`src/rtl/gfx_rom_arbiter_if.sv`:
```
// Bus bundle between the 005885 fetch/download requesters, the shared
// graphics ROM store and the arbiter that sequences them.
interface gfx_rom_arbiter_if #(
  parameter int AW = 16,
  parameter int DW = 16
);
  logic          dl_req;
  logic [AW-1:0] dl_addr;
  logic [DW-1:0] dl_data;
  logic          dl_ack;

  logic          tile_req;
  logic [AW-1:0] tile_addr;
  logic [DW-1:0] tile_data;
  logic          tile_valid;

  logic          spr_req;
  logic [AW-1:0] spr_addr;
  logic [DW-1:0] spr_data;
  logic          spr_valid;

  logic          mem_req;
  logic          mem_we;
  logic [AW-1:0] mem_addr;
  logic [DW-1:0] mem_wdata;
  logic [DW-1:0] mem_rdata;
  logic          mem_rdy;

  logic          busy;
  logic          timeout_err;

  // Arbiter view: serves the requesters and drives the memory command side.
  modport slave (
    input  dl_req, dl_addr, dl_data,
    input  tile_req, tile_addr,
    input  spr_req, spr_addr,
    input  mem_rdata, mem_rdy,
    output dl_ack, tile_data, tile_valid, spr_data, spr_valid,
    output mem_req, mem_we, mem_addr, mem_wdata,
    output busy, timeout_err
  );

  // Environment view: requesters plus the memory model.
  modport master (
    output dl_req, dl_addr, dl_data,
    output tile_req, tile_addr,
    output spr_req, spr_addr,
    output mem_rdata, mem_rdy,
    input  dl_ack, tile_data, tile_valid, spr_data, spr_valid,
    input  mem_req, mem_we, mem_addr, mem_wdata,
    input  busy, timeout_err
  );
endinterface

```
`src/rtl/gfx_rom_arbiter.sv`:
```
// Shares one single-port graphics ROM between the download writer and the
// 005885 tile/sprite fetchers: download has absolute priority, tile/sprite alternate.
module gfx_rom_arbiter #(
  parameter int AW      = 16,
  parameter int DW      = 16,
  parameter int TIMEOUT = 64
) (
  input  logic             clk_49m,
  input  logic             reset,
  gfx_rom_arbiter_if.slave bus
);

  localparam int CW = 10;
  localparam logic [CW-1:0] TO_LAST = CW'(TIMEOUT - 1);

  typedef enum logic [1:0] {S_IDLE, S_ISSUE, S_WAIT, S_DONE} state_t;
  typedef enum logic [1:0] {G_DL, G_TILE, G_SPR} gnt_t;

  state_t        r_state;
  gnt_t          r_gnt;
  logic          r_last_spr;
  logic [CW-1:0] r_cnt;

  logic          r_mem_req;
  logic          r_mem_we;
  logic [AW-1:0] r_mem_addr;
  logic [DW-1:0] r_mem_wdata;
  logic [DW-1:0] r_tile_data;
  logic [DW-1:0] r_spr_data;
  logic          r_dl_ack;
  logic          r_tile_valid;
  logic          r_spr_valid;
  logic          r_timeout_err;

  logic          w_pick_tile;
  logic          w_pick_spr;
  logic          w_timeout;

  // Tile wins a tie only when the sprite side was served last.
  assign w_pick_tile = bus.tile_req && (!bus.spr_req || r_last_spr);
  assign w_pick_spr  = bus.spr_req && !w_pick_tile;
  assign w_timeout   = (r_cnt == TO_LAST);

  always_ff @(posedge clk_49m) begin
    if (reset) begin
      r_state       <= S_IDLE;
      r_gnt         <= G_DL;
      r_last_spr    <= 1'b1;
      r_cnt         <= '0;
      r_mem_req     <= 1'b0;
      r_mem_we      <= 1'b0;
      r_mem_addr    <= '0;
      r_mem_wdata   <= '0;
      r_tile_data   <= '0;
      r_spr_data    <= '0;
      r_dl_ack      <= 1'b0;
      r_tile_valid  <= 1'b0;
      r_spr_valid   <= 1'b0;
      r_timeout_err <= 1'b0;
    end else begin
      r_mem_req    <= 1'b0;
      r_dl_ack     <= 1'b0;
      r_tile_valid <= 1'b0;
      r_spr_valid  <= 1'b0;
      case (r_state)
        S_IDLE: begin
          if (bus.dl_req) begin
            r_gnt       <= G_DL;
            r_mem_addr  <= bus.dl_addr;
            r_mem_wdata <= bus.dl_data;
            r_mem_we    <= 1'b1;
            r_mem_req   <= 1'b1;
            r_state     <= S_ISSUE;
          end else if (w_pick_tile) begin
            r_gnt      <= G_TILE;
            r_mem_addr <= bus.tile_addr;
            r_mem_we   <= 1'b0;
            r_mem_req  <= 1'b1;
            r_state    <= S_ISSUE;
          end else if (w_pick_spr) begin
            r_gnt      <= G_SPR;
            r_mem_addr <= bus.spr_addr;
            r_mem_we   <= 1'b0;
            r_mem_req  <= 1'b1;
            r_state    <= S_ISSUE;
          end
        end
        S_ISSUE: begin
          r_cnt    <= '0;
          r_mem_we <= 1'b0;
          r_state  <= S_WAIT;
        end
        S_WAIT: begin
          // A response landing on the timeout cycle still counts as a real answer.
          if (bus.mem_rdy || w_timeout) begin
            r_state <= S_DONE;
            if (!bus.mem_rdy) r_timeout_err <= 1'b1;
            case (r_gnt)
              G_TILE: begin
                r_tile_data  <= bus.mem_rdy ? bus.mem_rdata : '1;
                r_tile_valid <= 1'b1;
              end
              G_SPR: begin
                r_spr_data  <= bus.mem_rdy ? bus.mem_rdata : '1;
                r_spr_valid <= 1'b1;
              end
              default: r_dl_ack <= 1'b1;
            endcase
          end else begin
            r_cnt <= r_cnt + 1'b1;
          end
        end
        S_DONE: begin
          if (r_gnt == G_TILE) r_last_spr <= 1'b0;
          else if (r_gnt == G_SPR) r_last_spr <= 1'b1;
          r_state <= S_IDLE;
        end
        default: r_state <= S_IDLE;
      endcase
    end
  end

  assign bus.mem_req     = r_mem_req;
  assign bus.mem_we      = r_mem_we;
  assign bus.mem_addr    = r_mem_addr;
  assign bus.mem_wdata   = r_mem_wdata;
  assign bus.tile_data   = r_tile_data;
  assign bus.spr_data    = r_spr_data;
  assign bus.dl_ack      = r_dl_ack;
  assign bus.tile_valid  = r_tile_valid;
  assign bus.spr_valid   = r_spr_valid;
  assign bus.timeout_err = r_timeout_err;
  assign bus.busy        = (r_state != S_IDLE);

endmodule

```
`src/flat_wrapper.sv`:
```
// flat-port wrapper written by rule: the top's interface ports become plain ports
module gfx_rom_arbiter_flat 
#(
  parameter int AW      = 16,
  parameter int DW      = 16,
  parameter int TIMEOUT = 64
)
  (clk_49m, reset, bus_dl_req, bus_dl_addr, bus_dl_data, bus_tile_req, bus_tile_addr, bus_spr_req, bus_spr_addr, bus_mem_rdata, bus_mem_rdy, bus_dl_ack, bus_tile_data, bus_tile_valid, bus_spr_data, bus_spr_valid, bus_mem_req, bus_mem_we, bus_mem_addr, bus_mem_wdata, bus_busy, bus_timeout_err);
  gfx_rom_arbiter_if #(.AW(AW), .DW(DW)) bus_i ();
  input  logic clk_49m;
  input  logic reset;
  input wire logic [$bits(bus_i.dl_req)-1:0] bus_dl_req;
  input wire logic [$bits(bus_i.dl_addr)-1:0] bus_dl_addr;
  input wire logic [$bits(bus_i.dl_data)-1:0] bus_dl_data;
  input wire logic [$bits(bus_i.tile_req)-1:0] bus_tile_req;
  input wire logic [$bits(bus_i.tile_addr)-1:0] bus_tile_addr;
  input wire logic [$bits(bus_i.spr_req)-1:0] bus_spr_req;
  input wire logic [$bits(bus_i.spr_addr)-1:0] bus_spr_addr;
  input wire logic [$bits(bus_i.mem_rdata)-1:0] bus_mem_rdata;
  input wire logic [$bits(bus_i.mem_rdy)-1:0] bus_mem_rdy;
  output wire logic [$bits(bus_i.dl_ack)-1:0] bus_dl_ack;
  output wire logic [$bits(bus_i.tile_data)-1:0] bus_tile_data;
  output wire logic [$bits(bus_i.tile_valid)-1:0] bus_tile_valid;
  output wire logic [$bits(bus_i.spr_data)-1:0] bus_spr_data;
  output wire logic [$bits(bus_i.spr_valid)-1:0] bus_spr_valid;
  output wire logic [$bits(bus_i.mem_req)-1:0] bus_mem_req;
  output wire logic [$bits(bus_i.mem_we)-1:0] bus_mem_we;
  output wire logic [$bits(bus_i.mem_addr)-1:0] bus_mem_addr;
  output wire logic [$bits(bus_i.mem_wdata)-1:0] bus_mem_wdata;
  output wire logic [$bits(bus_i.busy)-1:0] bus_busy;
  output wire logic [$bits(bus_i.timeout_err)-1:0] bus_timeout_err;
  assign bus_i.dl_req = bus_dl_req;
  assign bus_i.dl_addr = bus_dl_addr;
  assign bus_i.dl_data = bus_dl_data;
  assign bus_i.tile_req = bus_tile_req;
  assign bus_i.tile_addr = bus_tile_addr;
  assign bus_i.spr_req = bus_spr_req;
  assign bus_i.spr_addr = bus_spr_addr;
  assign bus_i.mem_rdata = bus_mem_rdata;
  assign bus_i.mem_rdy = bus_mem_rdy;
  assign bus_dl_ack = bus_i.dl_ack;
  assign bus_tile_data = bus_i.tile_data;
  assign bus_tile_valid = bus_i.tile_valid;
  assign bus_spr_data = bus_i.spr_data;
  assign bus_spr_valid = bus_i.spr_valid;
  assign bus_mem_req = bus_i.mem_req;
  assign bus_mem_we = bus_i.mem_we;
  assign bus_mem_addr = bus_i.mem_addr;
  assign bus_mem_wdata = bus_i.mem_wdata;
  assign bus_busy = bus_i.busy;
  assign bus_timeout_err = bus_i.timeout_err;
  gfx_rom_arbiter #(.AW(AW), .DW(DW), .TIMEOUT(TIMEOUT)) u_core (.clk_49m(clk_49m), .reset(reset), .bus(bus_i));
endmodule
```
`config.mk`:
```
export PLATFORM = sky130hd
export DESIGN_NAME = gfx_rom_arbiter_flat
export DESIGN_NICKNAME = d
export VERILOG_FILES = /design/src/rtl/gfx_rom_arbiter_if.sv /design/src/rtl/gfx_rom_arbiter.sv /design/src/flat_wrapper.sv
export SDC_FILE = /design/constraint.sdc
export NUM_CORES = 1
export LEC_CHECK = 0
export ABC_CLOCK_PERIOD_IN_PS = 2300
export CAP_MARGIN = 15
export CORE_UTILIZATION = 30
export CTS_CLUSTER_SIZE = 10
export DETAILED_ROUTE_END_ITERATION = 8
export PLACE_DENSITY = 0.67
export SLEW_MARGIN = 20
export SYNTH_ARGS = -nofsm -noshare
export SYNTH_HDL_FRONTEND = slang
export SYNTH_SLANG_ARGS = --single-unit
```
`constraint.sdc`:
```
create_clock -name clk_49m -period 2.3 [get_ports clk_49m]
set_input_delay 0.46 -clock clk_49m [delete_from_list [all_inputs] [get_ports clk_49m]]
set_output_delay 0.46 -clock clk_49m [all_outputs]
set_load 0.005 [all_outputs]
```
==> results of run 1 <==
==> final cells by class <==
type                       count  share of cell area, %
clock buffer                   9                  4.003
sequential                    85                  30.24
inverter                      13                 0.8672
multi-input combinational    251                  31.07
clock inverter                 6                  1.290
tap                          143                  3.180
timing repair buffer         168                  29.35
==> worst max-delay path: stages (launching register included) <==
cell             delay [ns]
dfxtp_1                0.38
inv_1                  0.09
ha_2                   0.23
inv_1                  0.12
clkdlybuf4s50_1        0.54
==> per-layer routing <==
metal	share of wire [%]	routed length [um]	vias to the layer above
li1	-	-	1692
met1	44	4718	1653
met2	47	5057	118
met3	7.2	775	13
met4	1.4	155	0
met5	0	0	-
==> through the flow <==
stage	hold WS [ns]	power, uW
floorplan	0.4354	2366
global placement	0.4376	3020
detailed placement	0.4438	3049
CTS	0.4584	4531
global route	0.4770	4739
finish	0.4547	4480
==> report_power, final <==
| group | switching [uW] | internal, uW | total (uW) |
|---|---|---|---|
| clock | 618 | 847 | 1460 |
| combinational | 582 | 663 | 1240 |
| sequential | 108 | 1660 | 1770 |
==> synthesized netlist by cell type (all sizes together), types with 9 or more instances <==
master,count
o21a,16
dfxtp,85
buf,11
o31ai,19
a21oi,19
o221a,33
nor2,9
clkbuf,20
nor2b,17
nand2,61
a211oi,16
inv,12
==> registers in the layout, indices dropped and copies added (netlist names), 2 cells and up <==
register / flops
u_core.bus.mem_addr: 16
u_core.bus.mem_wdata: 16
u_core.bus.spr_data: 16
u_core.bus.tile_data: 16
u_core.r_cnt: 10
u_core.r_gnt: 2
u_core.r_state: 2
==> final timing paths <==
check	from	to	slack (ns)
hold reg to reg	u_core.bus.timeout_err$_SDFFE_PP0P_	u_core.bus.timeout_err$_SDFFE_PP0P_	0.45
hold / removal	u_core.bus.timeout_err$_SDFFE_PP0P_	u_core.bus.timeout_err$_SDFFE_PP0P_	0.45
setup / recovery	u_core.r_state[0]$_SDFFE_PP0P_	bus_busy	0.13
setup reg to reg	u_core.r_cnt[0]$_SDFFE_PP0P_	u_core.bus.tile_data[1]$_SDFFE_PP0P_	0.27
==> kinds of logic after synthesis <==
| family | after synthesis |
|---|---|
| fa+ha+maj | 7 |
| compound gates | 124 |
| flops | 85 |
| mux | 3 |
| buf+inv | 44 |
| simple gates | 117 |
==> timing repair <==
| action | 4_1_cts | 5_1_grt |
|---|---|---|
| setup endpoints to repair | 0 | 1 |
| hold buffers | 0 | 0 |
| gates resized for setup | 0 | 1 |
==> results by group, run 1 <==
Synth
  – Number of synthesized flops with an enable pin: 0
  – Synth Cell Area: 3641 um2
  – Synth top area share: 46.74%
  – FF+latch count, synth: 85
  – Compound-cell area share of the yosys netlist: 28.45%
  – Main synth FF type: dfxtp_1
  – Synthesized Nets: 473
  – Sequential fraction of the synthesis area: 46.74%
  – Unique masters post-synth: 46
  – Asr flop ratio synth: 0%
  – Combinational family with the most area after synthesis: compound AO/OA/AOI/OAI gates
  – Top cells by area, synth: dfxtp_1 (47%), nand2_1 (6.3%), o221a_1 (6.2%), o221a_2 (4.0%), o31ai_1 (3.7%)
  – Yosys top cell by area: dfxtp_1
  – Post-synthesis mux area share: 0.8935%
  – Synth Instances: 380
  – Adder-cell share of the synthesized area: 2.405%
  – Avg Cell Area, Syn: 9.582 um2
  – Post-Synth Simple-Gate Area: 16.19%
  – Post-synthesis xor/xnor area fraction: 0%
  – Yosys warnings: 0

Placed design
  – IO Port Bufs: 156
  – DPL Wire Length: 7531 um
  – Final Wtd Congestion: 0.7721
  – Post-Place Setup Slack: 0.1451 ns
  – Placed Cells: 660
  – Post-DP Area: 5326 um2

STA
  – Minimum clock period: 2.167 ns
  – # setup viols final: 0
  – Final-report hold violation count: 0
  – Max-slew violation count: 0
  – Setup_tns: 0 ns
  – Fmax: 461.4 MHz
  – Worst-Margin Slew: 0.7254 ns
  – Final period utilization: 94.23%
  – Relative slew slack: 51.48%
  – Final setup margin: 0.1328 ns
  – Clk_skew: 0.007040 ns
  – Unrepaired setup endpoints after global routing: false

Clock tree
  – Max H-tree Level: 3
  – Worst-skew pair later-pin latency: 0.34 ns
  – CTS Buf Count: 9
  – Clk slew on worst S/H paths: 0.06 ns
  – CTS tree: built
  – Longest Clk Path Bufs: 2
  – Clock Sinks: 85
  – Post-CTS Setup Bufs: 0
  – Clock root cell: clkbuf_16

Finish
  – Fill cells: 1112
  – Multi-input logic area: 1748 um2
  – N_diodes: 0
  – Non-filler cells in the finished layout: 675
  – Synth-to-layout area growth: 54.54%
  – Reg area: 1702 um2
  – Post-layout util: 48.45%
  – Share of cells above drive strength 1: 9.586%
  – # nets final: 621
  – Most frequent cells in the layout: clkdlybuf4s50_1 (156), dfxtp_1 (85), nand2_1 (61)
  – Final Cell Area: 5627 um2
  – Commonest non-fill, non-tap cell in the layout: clkdlybuf4s50_1

Route
  – Via count: 3476
  – # DRC: 12
  – Wire length per cell: 15.86 um
  – Drt initial violations: 200
  – DR vias/cell: 5.150
  – First-pass DRT Iterations: 6
  – Post-route ant nets: 0
  – Total wire length: 10710 um

Worst setup path
  – Required time worst endpoint: 1.84 ns
  – Crit start category: register
  – Reg2Reg Depth: 5
  – Worst Path Max Fanout: 6
  – CP Capture Type: primary output
  – Crit path kind: reg -> out
  – WP data arrival: 1.71 ns

Global routing
  – Overall Global Routing Usage: 17.30%
  – Grt met1 use: 20.99%
  – Busiest layer in global routing: met2
  – Overflow after GRT: 0
  – GR Layer Usage met2: 28.90%
  – Antenna violations before repair: 0
  – Pin count of the biggest net entering global routing: 41
  – Met3 Track Usage GR: 5.670%
  – Number of global-route vias before repair: 3547
  – First-pass GRT wire length: 17400 um

Floorplanning
  – Core region area: 11610 um2
  – DIE HEIGHT: 112.2 um
  – I/O pins: 157
  – DIE AREA: 12580 um2
  – Rows: 39
  – Starting Density: 31.35%
  – Die Wd: 112.2 um

Pwr
  – Cell Pwr Density: 796.1 nW/um2
  – VDD IR max: 0.4171 mV
  – Static Leak: 0.002016 uW

Status
  – Run status: finished with violations
  – Failing checks: design-rule violations

Worst hold path
  – Worst hold path type: reg -> reg
  – WHS Path Cells: 2

Job
  – Max-cap violations: 0
(Power assumes the default switching activity.)
==> run 2, diff against run 1 <==
--- a/config.mk
+++ b/config.mk
@@ -7,9 +7,11 @@
 export LEC_CHECK = 0
 export ABC_CLOCK_PERIOD_IN_PS = 2300
 export CAP_MARGIN = 15
+export CORE_MARGIN = 3
 export CORE_UTILIZATION = 30
 export CTS_CLUSTER_SIZE = 10
 export DETAILED_ROUTE_END_ITERATION = 8
+export HOLD_SLACK_MARGIN = 0.08
 export PLACE_DENSITY = 0.67
 export SLEW_MARGIN = 20
 export SYNTH_ARGS = -nofsm -noshare
==> run 2 against run 1 <==
The flow now finishes without violations. Fmax rose by 8.4%. Via count fell by 2.0%. Wire length rose by 3.8%. Critical path type is now reg -> reg. Final cell count rose by 0.15%. Register-to-register slack improved by 0.03 ns.
==> results by group, run 2 (synthesis gave the netlist of run 1 again) <==
Finish
  – Multi-input logic area: 1745 um2 (was 1748 um2)
  – Synth-to-layout area growth: 54.95% (was 54.54%)
  – Commonest non-fill, non-tap cell in the layout: clkdlybuf4s50_1 (unchanged)
  – Reg area: 1702 um2 (unchanged)
  – Share of cells above drive strength 1: 9.568% (was 9.586%)
  – # nets final: 621 (unchanged)
  – Most frequent cells in the layout: clkdlybuf4s50_1 (155), dfxtp_1 (85), nand2_1 (61) (was clkdlybuf4s50_1 (156), dfxtp_1 (85), nand2_1 (61))
  – N_diodes: 0 (unchanged)
  – Post-layout util: 48.37% (was 48.45%)
  – Fill cells: 1088 (was 1112)

STA
  – Final period utilization: 86.90% (was 94.23%)
  – Worst-Margin Slew: 0.7799 ns (was 0.7254 ns)
  – Final-report hold violation count: 0 (unchanged)
  – Max-slew violation count: 0 (unchanged)
  – # setup viols final: 0 (unchanged)
  – Unrepaired setup endpoints after global routing: false (unchanged)
  – Relative slew slack: 47.95% (was 51.48%)
  – Fmax: 500.3 MHz (was 461.4 MHz)
  – Minimum clock period: 1.999 ns (was 2.167 ns)
  – Clk_skew: 0.009364 ns (was 0.007040 ns)

Floorplanning
  – Core region area: 11660 um2 (was 11610 um2)
  – DIE AREA: 13490 um2 (was 12580 um2)
  – Rows: 39 (unchanged)
  – Die Wd: 116.2 um (was 112.2 um)
  – I/O pins: 157 (unchanged)
  – DIE HEIGHT: 116.2 um (was 112.2 um)
  – Starting Density: 31.22% (was 31.35%)

Route
  – DR vias/cell: 5.040 (was 5.150)
  – Total wire length: 11120 um (was 10710 um)
  – # DRC: 0 (was 12)
  – Post-route ant nets: 0 (unchanged)
  – Wire length per cell: 16.44 um (was 15.86 um)
  – First-pass DRT Iterations: 4 (was 6)
  – Drt initial violations: 290 (was 200)
  – Via count: 3407 (was 3476)

Worst setup path
  – Crit start category: register (unchanged)
  – Worst Path Max Fanout: 16 (was 6)
  – WP data arrival: 2.27 ns (was 1.71 ns)
  – Crit path kind: reg -> reg (was reg -> out)
  – R2r setup slk: 0.30 ns (was 0.27 ns)
  – Reg2Reg Depth: 5 (unchanged)
  – R2R Path Start: u_core.r_cnt[0]$_SDFFE_PP0P_ (unchanged)
  – Required time worst endpoint: 2.57 ns (was 1.84 ns)
  – CP Capture Type: register (was primary output)
  – Reg-to-Reg End: u_core.bus.spr_data[3]$_SDFFE_PP0P_ (was u_core.bus.tile_data[1]$_SDFFE_PP0P_)

Clock tree
  – CTS Buf Count: 9 (unchanged)
  – Longest Clk Path Bufs: 2 (unchanged)
  – Post-CTS Setup Bufs: 0 (unchanged)
  – Clock root cell: clkbuf_16 (unchanged)
  – Worst-skew pair later-pin latency: 0.34 ns (about the same)
  – Clock Sinks: 85 (unchanged)
  – Clk slew on worst S/H paths: 0.07 ns (was 0.06 ns)
  – Max H-tree Level: 3 (unchanged)
  – CTS tree: built (unchanged)

Pwr
  – Clk pwr share: 33.9% (was 32.7%)
  – Combinational power share: 27.3% (was 27.8%)
  – Switch Pwr: 1370 uW (was 1308 uW)
  – VDD IR max: 0.4061 mV (was 0.4171 mV)
  – Static Leak: 0.002040 uW (was 0.002016 uW)
  – Cell Pwr Density: 809.5 nW/um2 (was 796.1 nW/um2)
  – Sw frac: 30.01% (was 29.20%)
  – Int Pwr: 3196 uW (was 3172 uW)
  – Total power: 4567 uW (was 4480 uW)
  – Sequential Power Share: 38.8% (was 39.5%)

Global routing
  – Antenna violations before repair: 0 (unchanged)
  – Overflow after GRT: 0 (unchanged)
  – First-pass GRT wire length: 17270 um (was 17400 um)
  – Pin count of the biggest net entering global routing: 41 (unchanged)
  – Overall Global Routing Usage: 16.08% (was 17.30%)
  – Number of global-route vias before repair: 3404 (was 3547)

Worst hold path
  – WHS Path Cells: 2 (unchanged)
  – Hold endpoint: u_core.bus.mem_addr[2]$_SDFFE_PP0P_ (was u_core.bus.timeout_err$_SDFFE_PP0P_)
  – Worst hold path type: reg -> reg (unchanged)
  – Worst hold start: u_core.bus.mem_addr[2]$_SDFFE_PP0P_ (was u_core.bus.timeout_err$_SDFFE_PP0P_)

Job
  – Max-cap violations: 0 (unchanged)

Status
  – Run status: finished, final reports clean (was finished with violations)

Placed design
  – Final Wtd Congestion: 0.7725 (was 0.7721)
  – IO Port Bufs: 156 (unchanged)
  – DPL Wire Length: 8015 um (was 7531 um)
[run 2: changes by cell type in the layout (fill, tap and decap cells not counted), sizes merged]
cell / before / now
clkdlybuf4s50: 156 / 155
clkinvlp: 1 / 0
dlymetal6s2s: 0 / 1
inv: 14 / 18
clkinv: 3 / 1
[run 2: per-stage QoR]
step / hold slack, ns / setup slack, ns / setup TNS (ns) / instance area (um2) / instances
2_1_floorplan: 0.4354 / 0.6944 / 0 / 3641 / 380
6_report: 0.4544 / 0.3012 / 0 / 5642 / 676
4_1_cts: 0.4560 / 0.03325 / 0 / 5639 / 676
5_1_grt: 0.4705 / 0.1442 / 0 / 5642 / 676
3_3_place_gp: 0.4351 / 0.1118 / 0 / 5326 / 660
3_5_place_dp: 0.4427 / -0.02345 / -0.06163 / 5326 / 660
[run 2: critical path: stages, from the launching register on]
cell     delay (ns)
dfxtp_1        0.37
ha_1           0.21
and2_1         0.31
a31oi_4        0.17
nor3_4         0.58
o221a_1        0.29
[run 2: cell type report]
| class | count | share of cell area, % |
|---|---|---|
| Multi-Input combinational cell | 251 | 30.94 |
| Timing Repair Buffer | 168 | 29.32 |
| Sequential cell | 85 | 30.16 |
| Tap cell | 143 | 3.171 |
| Clock buffer | 9 | 3.992 |
| Inverter | 13 | 0.8649 |
| Clock inverter | 7 | 1.552 |
[run 2: worst max-delay path by stage]
stage / startpoint / to / depth (start not counted)
after floorplan: u_core.r_state[0]$_SDFFE_PP0P_ / u_core.bus.spr_data[10]$_SDFFE_PP0P_ / 7
after global placement: bus_tile_req / u_core.bus.mem_addr[4]$_SDFFE_PP0P_ / 5
after detailed placement: bus_tile_req / u_core.bus.mem_addr[14]$_SDFFE_PP0P_ / 5
after CTS: u_core.r_state[0]$_SDFFE_PP0P_ / bus_busy / 4
after global routing: u_core.r_cnt[0]$_SDFFE_PP0P_ / u_core.bus.tile_data[2]$_SDFFE_PP0P_ / 5
final: u_core.r_cnt[0]$_SDFFE_PP0P_ / u_core.bus.spr_data[3]$_SDFFE_PP0P_ / 5
[run 2: layer usage]
metal | GRT usage [%] | wire length [um] | vias to the layer above
met3 | 4.870 | 769 | 11
met1 | 20.51 | 4899 | 1583
met2 | 26.39 | 5288 | 120
met4 | 4.718 | 158 | 0
met5 | 0 | 0 | -
li1 | - | - | 1693
[run 2: power by group through the flow]
stage	Combinational (uW)	Sequential, uW	Clock, uW
2_1_floorplan	563	1800	0
6_report	1250	1770	1550
3_3_place_gp	1240	1790	0
3_5_place_dp	1260	1810	0
5_1_grt	1370	1790	1650
4_1_cts	1270	1770	1580
[run 2: repair_timing]
| item | 4_1_cts | 5_1_grt |
|---|---|---|
| endpoints found under the setup margin | 0 | 1 |
| gates resized for setup | 0 | 1 |
| hold buffers | 0 | 0 |
